**config.mk**
```make
export PLATFORM = sky130hd
export DESIGN_NAME = clk_monitor
export DESIGN_NICKNAME = d
export VERILOG_FILES = /design/src/rtl/clk_monitor.sv
export SDC_FILE = /design/constraint.sdc
export NUM_CORES = 1
export LEC_CHECK = 0
export BUFFER_PORTS_ARGS = -buffer_cell sky130_fd_sc_hd__buf_2
export CORE_ASPECT_RATIO = 1.5
export CORE_MARGIN = 5
export CORE_UTILIZATION = 50
export DETAILED_ROUTE_END_ITERATION = 8
export PLACE_DENSITY_LB_ADDON = 0.1
export SLEW_MARGIN = 5
export SYNTH_ARGS = -nofsm -noshare
export SYNTH_HDL_FRONTEND = slang
export SYNTH_SLANG_ARGS = --single-unit
```
**constraint.sdc**
```tcl
create_clock -name clk_in -period 3 [get_ports clk_in]
set_input_delay 0.45 -clock clk_in [delete_from_list [all_inputs] [get_ports clk_in]]
set_output_delay 0.45 -clock clk_in [all_outputs]
set_load 0.01 [all_outputs]
```
**src/rtl/clk_monitor.sv**
```systemverilog
// clk_monitor: measures the period of a slow asynchronous clock in clk_in cycles
// Ports:
//   clk_in        system clock, all logic on its rising edge
//   rst_n         asynchronous reset, active low
//   sig_in        monitored slow clock, asynchronous to clk_in
//   enable        1 = monitoring active, 0 = forced idle
//   edge_pulse    one-cycle pulse per synchronized rising edge of sig_in
//   period        last measured period in clk_in cycles, held between updates
//   period_valid  one-cycle pulse when period is updated
//   locked        period stable within tolerance for lock_count periods
//   stuck         no rising edge seen for twice the expected period
module clk_monitor #(
  parameter int input_clk_frequency = 1000000,
  parameter int expected_frequency  = 1,
  parameter int tolerance           = 1,
  parameter int lock_count          = 4,
  parameter int cnt_width           = 22
) (
  input  logic                 clk_in,
  input  logic                 rst_n,
  input  logic                 sig_in,
  input  logic                 enable,
  output logic                 edge_pulse,
  output logic [cnt_width-1:0] period,
  output logic                 period_valid,
  output logic                 locked,
  output logic                 stuck
);
  localparam int EXP_PERIOD = input_clk_frequency / expected_frequency;
  localparam int TIMEOUT    = 2 * EXP_PERIOD;
  localparam int SW         = $clog2(lock_count + 1);
  localparam logic [cnt_width-1:0] LO_W    = EXP_PERIOD > tolerance ? cnt_width'(EXP_PERIOD - tolerance) : '0;
  localparam logic [cnt_width-1:0] HI_W    = cnt_width'(EXP_PERIOD + tolerance);
  localparam logic [cnt_width-1:0] TO_LAST = cnt_width'(TIMEOUT - 1);
  localparam logic [SW-1:0]        LC_W    = SW'(lock_count);

  typedef enum logic [1:0] {IDLE, ARM, MEASURE} state_t;

  state_t               state_q, state_d;
  logic                 s1_q, s1_d, s2_q, s2_d, prev_q, prev_d;
  logic                 edge_pulse_q, edge_pulse_d;
  logic                 period_valid_q, period_valid_d;
  logic                 locked_q, locked_d, stuck_q, stuck_d;
  logic [cnt_width-1:0] cnt_q, cnt_d, period_q, period_d;
  logic [SW-1:0]        streak_q, streak_d;
  logic                 rise, in_tol;
  logic [cnt_width-1:0] meas;

  assign rise   = s2_q & ~prev_q;
  assign meas   = cnt_q + 1'b1;
  assign in_tol = meas >= LO_W && meas <= HI_W;

  always_comb begin
    s1_d           = sig_in;
    s2_d           = s1_q;
    prev_d         = s2_q;
    edge_pulse_d   = rise;
    period_valid_d = 1'b0;
    state_d        = state_q;
    cnt_d          = cnt_q;
    period_d       = period_q;
    streak_d       = streak_q;
    locked_d       = locked_q;
    stuck_d        = stuck_q;
    if (!enable) begin
      state_d  = IDLE;
      cnt_d    = '0;
      streak_d = '0;
      locked_d = 1'b0;
      stuck_d  = 1'b0;
    end else if (state_q == IDLE) begin
      state_d = ARM;
    end else if (rise) begin
      // a rise always restarts the count; only a rise seen while measuring closes a period
      state_d = MEASURE;
      cnt_d   = '0;
      stuck_d = 1'b0;
      if (state_q == MEASURE) begin
        period_d       = meas;
        period_valid_d = 1'b1;
        streak_d       = !in_tol ? '0 : streak_q == LC_W ? streak_q : streak_q + SW'(1);
        locked_d       = in_tol && streak_d == LC_W;
      end
    end else if (cnt_q == TO_LAST) begin
      state_d  = ARM;
      cnt_d    = '0;
      stuck_d  = 1'b1;
      locked_d = 1'b0;
      streak_d = '0;
    end else begin
      cnt_d = meas;
    end
  end

  always_ff @(posedge clk_in or negedge rst_n) begin
    if (!rst_n) begin
      s1_q           <= 1'b0;
      s2_q           <= 1'b0;
      prev_q         <= 1'b0;
      edge_pulse_q   <= 1'b0;
      period_valid_q <= 1'b0;
      state_q        <= IDLE;
      cnt_q          <= '0;
      period_q       <= '0;
      streak_q       <= '0;
      locked_q       <= 1'b0;
      stuck_q        <= 1'b0;
    end else begin
      s1_q           <= s1_d;
      s2_q           <= s2_d;
      prev_q         <= prev_d;
      edge_pulse_q   <= edge_pulse_d;
      period_valid_q <= period_valid_d;
      state_q        <= state_d;
      cnt_q          <= cnt_d;
      period_q       <= period_d;
      streak_q       <= streak_d;
      locked_q       <= locked_d;
      stuck_q        <= stuck_d;
    end
  end

  assign edge_pulse   = edge_pulse_q;
  assign period       = period_q;
  assign period_valid = period_valid_q;
  assign locked       = locked_q;
  assign stuck        = stuck_q;
endmodule

```
[Word level (Yosys, flattened, before mapping)]
Index checks and enable logic that the tools add are counted.
Word-level totals
  register bits: 56
  input bits: 4
  output and inout port bits: 26
  logic and storage cells: 60
Operators by class
  $add $sub $neg: 2
  $lt $le $gt $ge: 2
  equality and inequality tests: 8
  muxes and demuxes: 28
  bitwise operators: 3
  reductions and logical operators: 6
Operators with widths (number)
  22-bit two-way mux: 4
  22-bit by 1-bit adder with 22-bit output, second input constant: 1
  22-bit by 21-bit equality test with 1-bit output, second input constant: 1
  22-bit by 20-bit >= comparator with 1-bit output, second input constant: 1
  22-bit by 20-bit less-or-equal comparator with 1-bit output, second input constant: 1
  3-bit two-way mux: 7
  1-bit two-way mux: 13
  2-bit two-way mux: 4
  3-bit equality test, second input constant: 2
  4-bit by 1-bit != test with 1-bit output, second input constant: 1
  4-bit AND reduction: 1
  3-bit by 1-bit adder with 3-bit output, second input constant: 1
  3-bit by 1-bit != test with 1-bit output, second input constant: 1
  3-bit by 2-bit != test with 1-bit output, second input constant: 1
  3-bit AND reduction: 1
  2-bit equality test, second input constant: 1
  1-bit logical AND: 2
  2-bit zero test: 1
  2-bit != test, second input constant: 1
  1-bit NOT: 2
  2-bit AND reduction: 1
  1-bit bitwise AND: 1

[Longest topological paths before layout]
  depth after elaboration: 10
  mapped depth: 10
  depth with buffers taken out: 9

[Worst setup path after synthesis]
Ideal clock, no wire load.
  kind: register to register
  from: register cnt_q[0]
  to: register cnt_q[3]
  library setup time: 0.136 ns
  data arrival time: 1.945 ns
  data required time: 2.864 ns
  setup slack: 0.919 ns
  cell stages (with the launch flop): 10
  path buffers: 2
  cells stage by stage: dfrtp_1 ha_1 nand2_2 nor4_2 or3_1 buf_2 buf_2 o21ai_1 nand2_1 o31ai_1
Between the ends
  cells in the longest elaborated chain, start to end: 5
RTL lines
  start, declared: line 44  | logic [cnt_width-1:0] cnt_q, cnt_d, period_q, period_d;
  start signal, assigned: line 115  | cnt_q <= cnt_d;
  22-bit by 1-bit adder with 22-bit output or 22-bit by 21-bit equality test with 1-bit output (tied branches): line 50, 84
  22-bit two-way mux (*): line 84  | end else if (cnt_q == TO_LAST) begin
  22-bit two-way mux (*): line 73  | end else if (rise) begin
  22-bit two-way mux (*): line 71  | end else if (state_q == IDLE) begin
  22-bit two-way mux (*): line 65  | if (!enable) begin
Every way passes the cells marked *; elsewhere a longest branch is shown, timed or not. The select of a mux whose other input is x is not followed.
A chain may end at the register's enable or synchronous reset.

[Final worst setup path]
  from: register cnt_q[3]
  to: register streak_q[2]
Between the ends
  cells in the longest elaborated chain, start to end: 8
RTL lines
  22-bit by 1-bit adder with 22-bit output: line 50  | assign meas = cnt_q + 1'b1;
  22-bit by 20-bit >= comparator with 1-bit output or 22-bit by 20-bit less-or-equal comparator with 1-bit output (tied branches): line 51  | assign in_tol = meas >= LO_W && meas <= HI_W;
  1-bit logical AND: line 51
  3-bit two-way mux: line 81  | streak_d = !in_tol ? '0 : streak_q == LC_W ? streak_q : streak_q + SW'(1);
  3-bit two-way mux: line 78  | if (state_q == MEASURE) begin
  3-bit two-way mux: line 73
  3-bit two-way mux: line 71
  3-bit two-way mux: line 65
  end signal, assigned: line 117  | streak_q <= streak_d;
  end, declared: line 45  | logic [SW-1:0] streak_q, streak_d;
Several ways; a longest one is shown, not always the timed one. The select of a mux whose other input is x is not followed.

==> metrics.cfg <==
[synth]
async_flop_share = 1.00
synth-edff-count = 0
syn_area_um2 = 3010
syn_area_per_cell_um2 = 9.62
synth_cells = 313
synth-seq-area-share = 0.466
synth-seq-cells = 56
syn_nets = 322
yosysWarningCount = 0
synthFlopType = dfrtp_1
ys_types = 53

[clocking]
cts.clk_slew.worst_paths_ns = 0.11
cts_tree = built
cts_made_buffers = 5
cts_max_path_buffers = 2
clock-sinks = 56
clock_latency_ns = 0.32
cts_setup_buffers = 0
h-tree-depth = 2
cts_hold_buf = 0
cts_resized = 0
cts_root_buf = clkbuf_8

[worst_setup_path]
arrival_ns = 2.79
critPathLaunchType = flip-flop
critPathKind = reg2reg
critPathMaxFanout = 12
reg2reg_depth = 7
crit_path_end_kind = flip-flop
crit_required_ns = 3.26

[place]
placed_cells = 401
dp_hpwl_mm = 4.58
gp_congestion = 0.881
port_buffers = 29
place_ws_ns = 0.480

[layout]
area_delta_synth_final_pct = 8.81
final_cell_mix = dfrtp_1, nand2_1, buf_2
diodes = 0
fin_nets = 345
finalNonFillerCells = 409
drive_gt1_frac = 0.190
final_common_cell = dfrtp_1

[sta]
min_period_ns = 2.53
skew_ns = 0.00950
worstMarginPinSlew_ns = 0.892
tns_ns = 0
finalSetupViolations = 0
hold_viol_final = 0
max_slew_margin = 0.405
rsz0062_at_grt = false
layout_setup_ws_ns = 0.472
report.final.slew_viol_count = 0
fmax_ghz = 0.396
final.period_utilization = 0.843

[worst_hold_path]
whs_path_depth = 1
hold_class = in2reg

[detailed_routing]
drt_iter0_drc = 146
routed_via_density = 5.70
ant_nets = 0
num_vias = 2332
drc_errors = 0
wirelength_mm = 6.55
routedWlPerCell_um = 16.0
firstDrtPassIters = 4

[global_route]
grt_max_degree = 57
overflow = 0
grt_pass1_wl_mm = 11.3
gr-usage-all-layers = 0.184
antenna_found_initial = 0
first_global_vias = 2310

[floorplan]
ios = 30
core_um2 = 5830
initial_utilization = 0.517
die_area_um2 = 7700
row_count = 34
die_w_um = 73.4
die_h_um = 105

[pwr]
leakage_nw = 1.50
power.density_nw_per_um2 = 498
totalPowerFinal_mw = 1.63
vdd_drop_max_mv = 0.382

[run]
drv_cap = 0

[run_status]
status = completed

[final cells by class]
type	instances	area (um2)
tap	72	90.1
fill	535	2550
inverter	6	22.5
clock buffer	5	68.8
multi-input combinational	232	1480
clock inverter	3	23.8
timing repair buffer	35	190
sequential	56	1400
[worst max-delay path, cell delays in order (launching register included)]
cell	delay (ns)
dfrtp_1	0.59
and4_1	0.48
nand4_2	0.23
xnor2_1	0.33
nand4_1	0.18
nor4_4	0.36
a41oi_1	0.17
nor2_1	0.13
[sequential cells by signal, summed over array words and instances, names as in the netlist]
signal,flops
cnt_q,22
period,22
streak_q,3
state_q,2
edge_pulse,1
locked,1
period_valid,1
prev_d,1
prev_q,1
s1_q,1
stuck,1
[synth_stat cells, types with 4 or more instances]
cell,n,area (um2)
xnor2_1,9,78.8
o31ai_1,8,60.1
o21ai_0,21,105
nand2_1,39,146
ha_1,5,62.6
clkbuf_1,8,30.0
nor2_1,28,105
a21o_1,4,30.0
a21oi_1,25,125
inv_1,6,22.5
and3_1,5,31.3
buf_4,5,37.5
nand4_1,7,43.8
dfrtp_1,56,1400
mux2_2,5,56.3
xor2_1,9,78.8
nand3_1,13,65.1
[metal layers]
layer	GRT usage	routed length, um
met5	0	0
met2	0.294	3280
met4	0.0842	156
met3	0.0259	253
met1	0.242	2860
[metrics by stage]
stage               hold WS (ns)  area, um2  utilization
floorplan                  0.154       3010            -
global placement           0.338       3180        0.546
detailed placement         0.337       3180        0.546
CTS                        0.218       3280        0.562
global route               0.217       3280        0.562
finish                     0.232       3280        0.562
[cell families after synthesis]
| family | count (synthesis) | synth area share |
|---|---|---|
| multiplexers | 6 | 0.0220 |
| XOR/XNOR | 18 | 0.0524 |
| buffers and inverters | 25 | 0.0449 |
| flip-flops | 56 | 0.466 |
| adder cells (fa/ha/maj) | 5 | 0.0208 |
| AO/OA/AOI/OAI | 73 | 0.148 |
| AND/OR/NAND/NOR | 130 | 0.246 |
[report_power, final]
| part | switching [mW] | internal (mW) | total [mW] |
|---|---|---|---|
| clock | 0.259 | 0.166 | 0.425 |
| sequential | 0.0502 | 0.845 | 0.895 |
| combinational | 0.183 | 0.130 | 0.313 |
| total | 0.492 | 1.14 | 1.63 |
[final timing paths]
| path | endpoint | startpoint | slack, ns |
|---|---|---|---|
| max in group asynchronous | prev_q | rst_n | 2.27 |
| worst max register to register | streak_q[2] | cnt_q[3] | 0.47 |
| worst min-delay path | s1_q | sig_in | 0.23 |
| worst max-delay path | streak_q[2] | cnt_q[3] | 0.47 |
| min in group asynchronous | period[6] | rst_n | 0.26 |
| worst min register to register | prev_d | s1_q | 0.36 |
No activity file was read; power rests on OpenSTA's default activity.
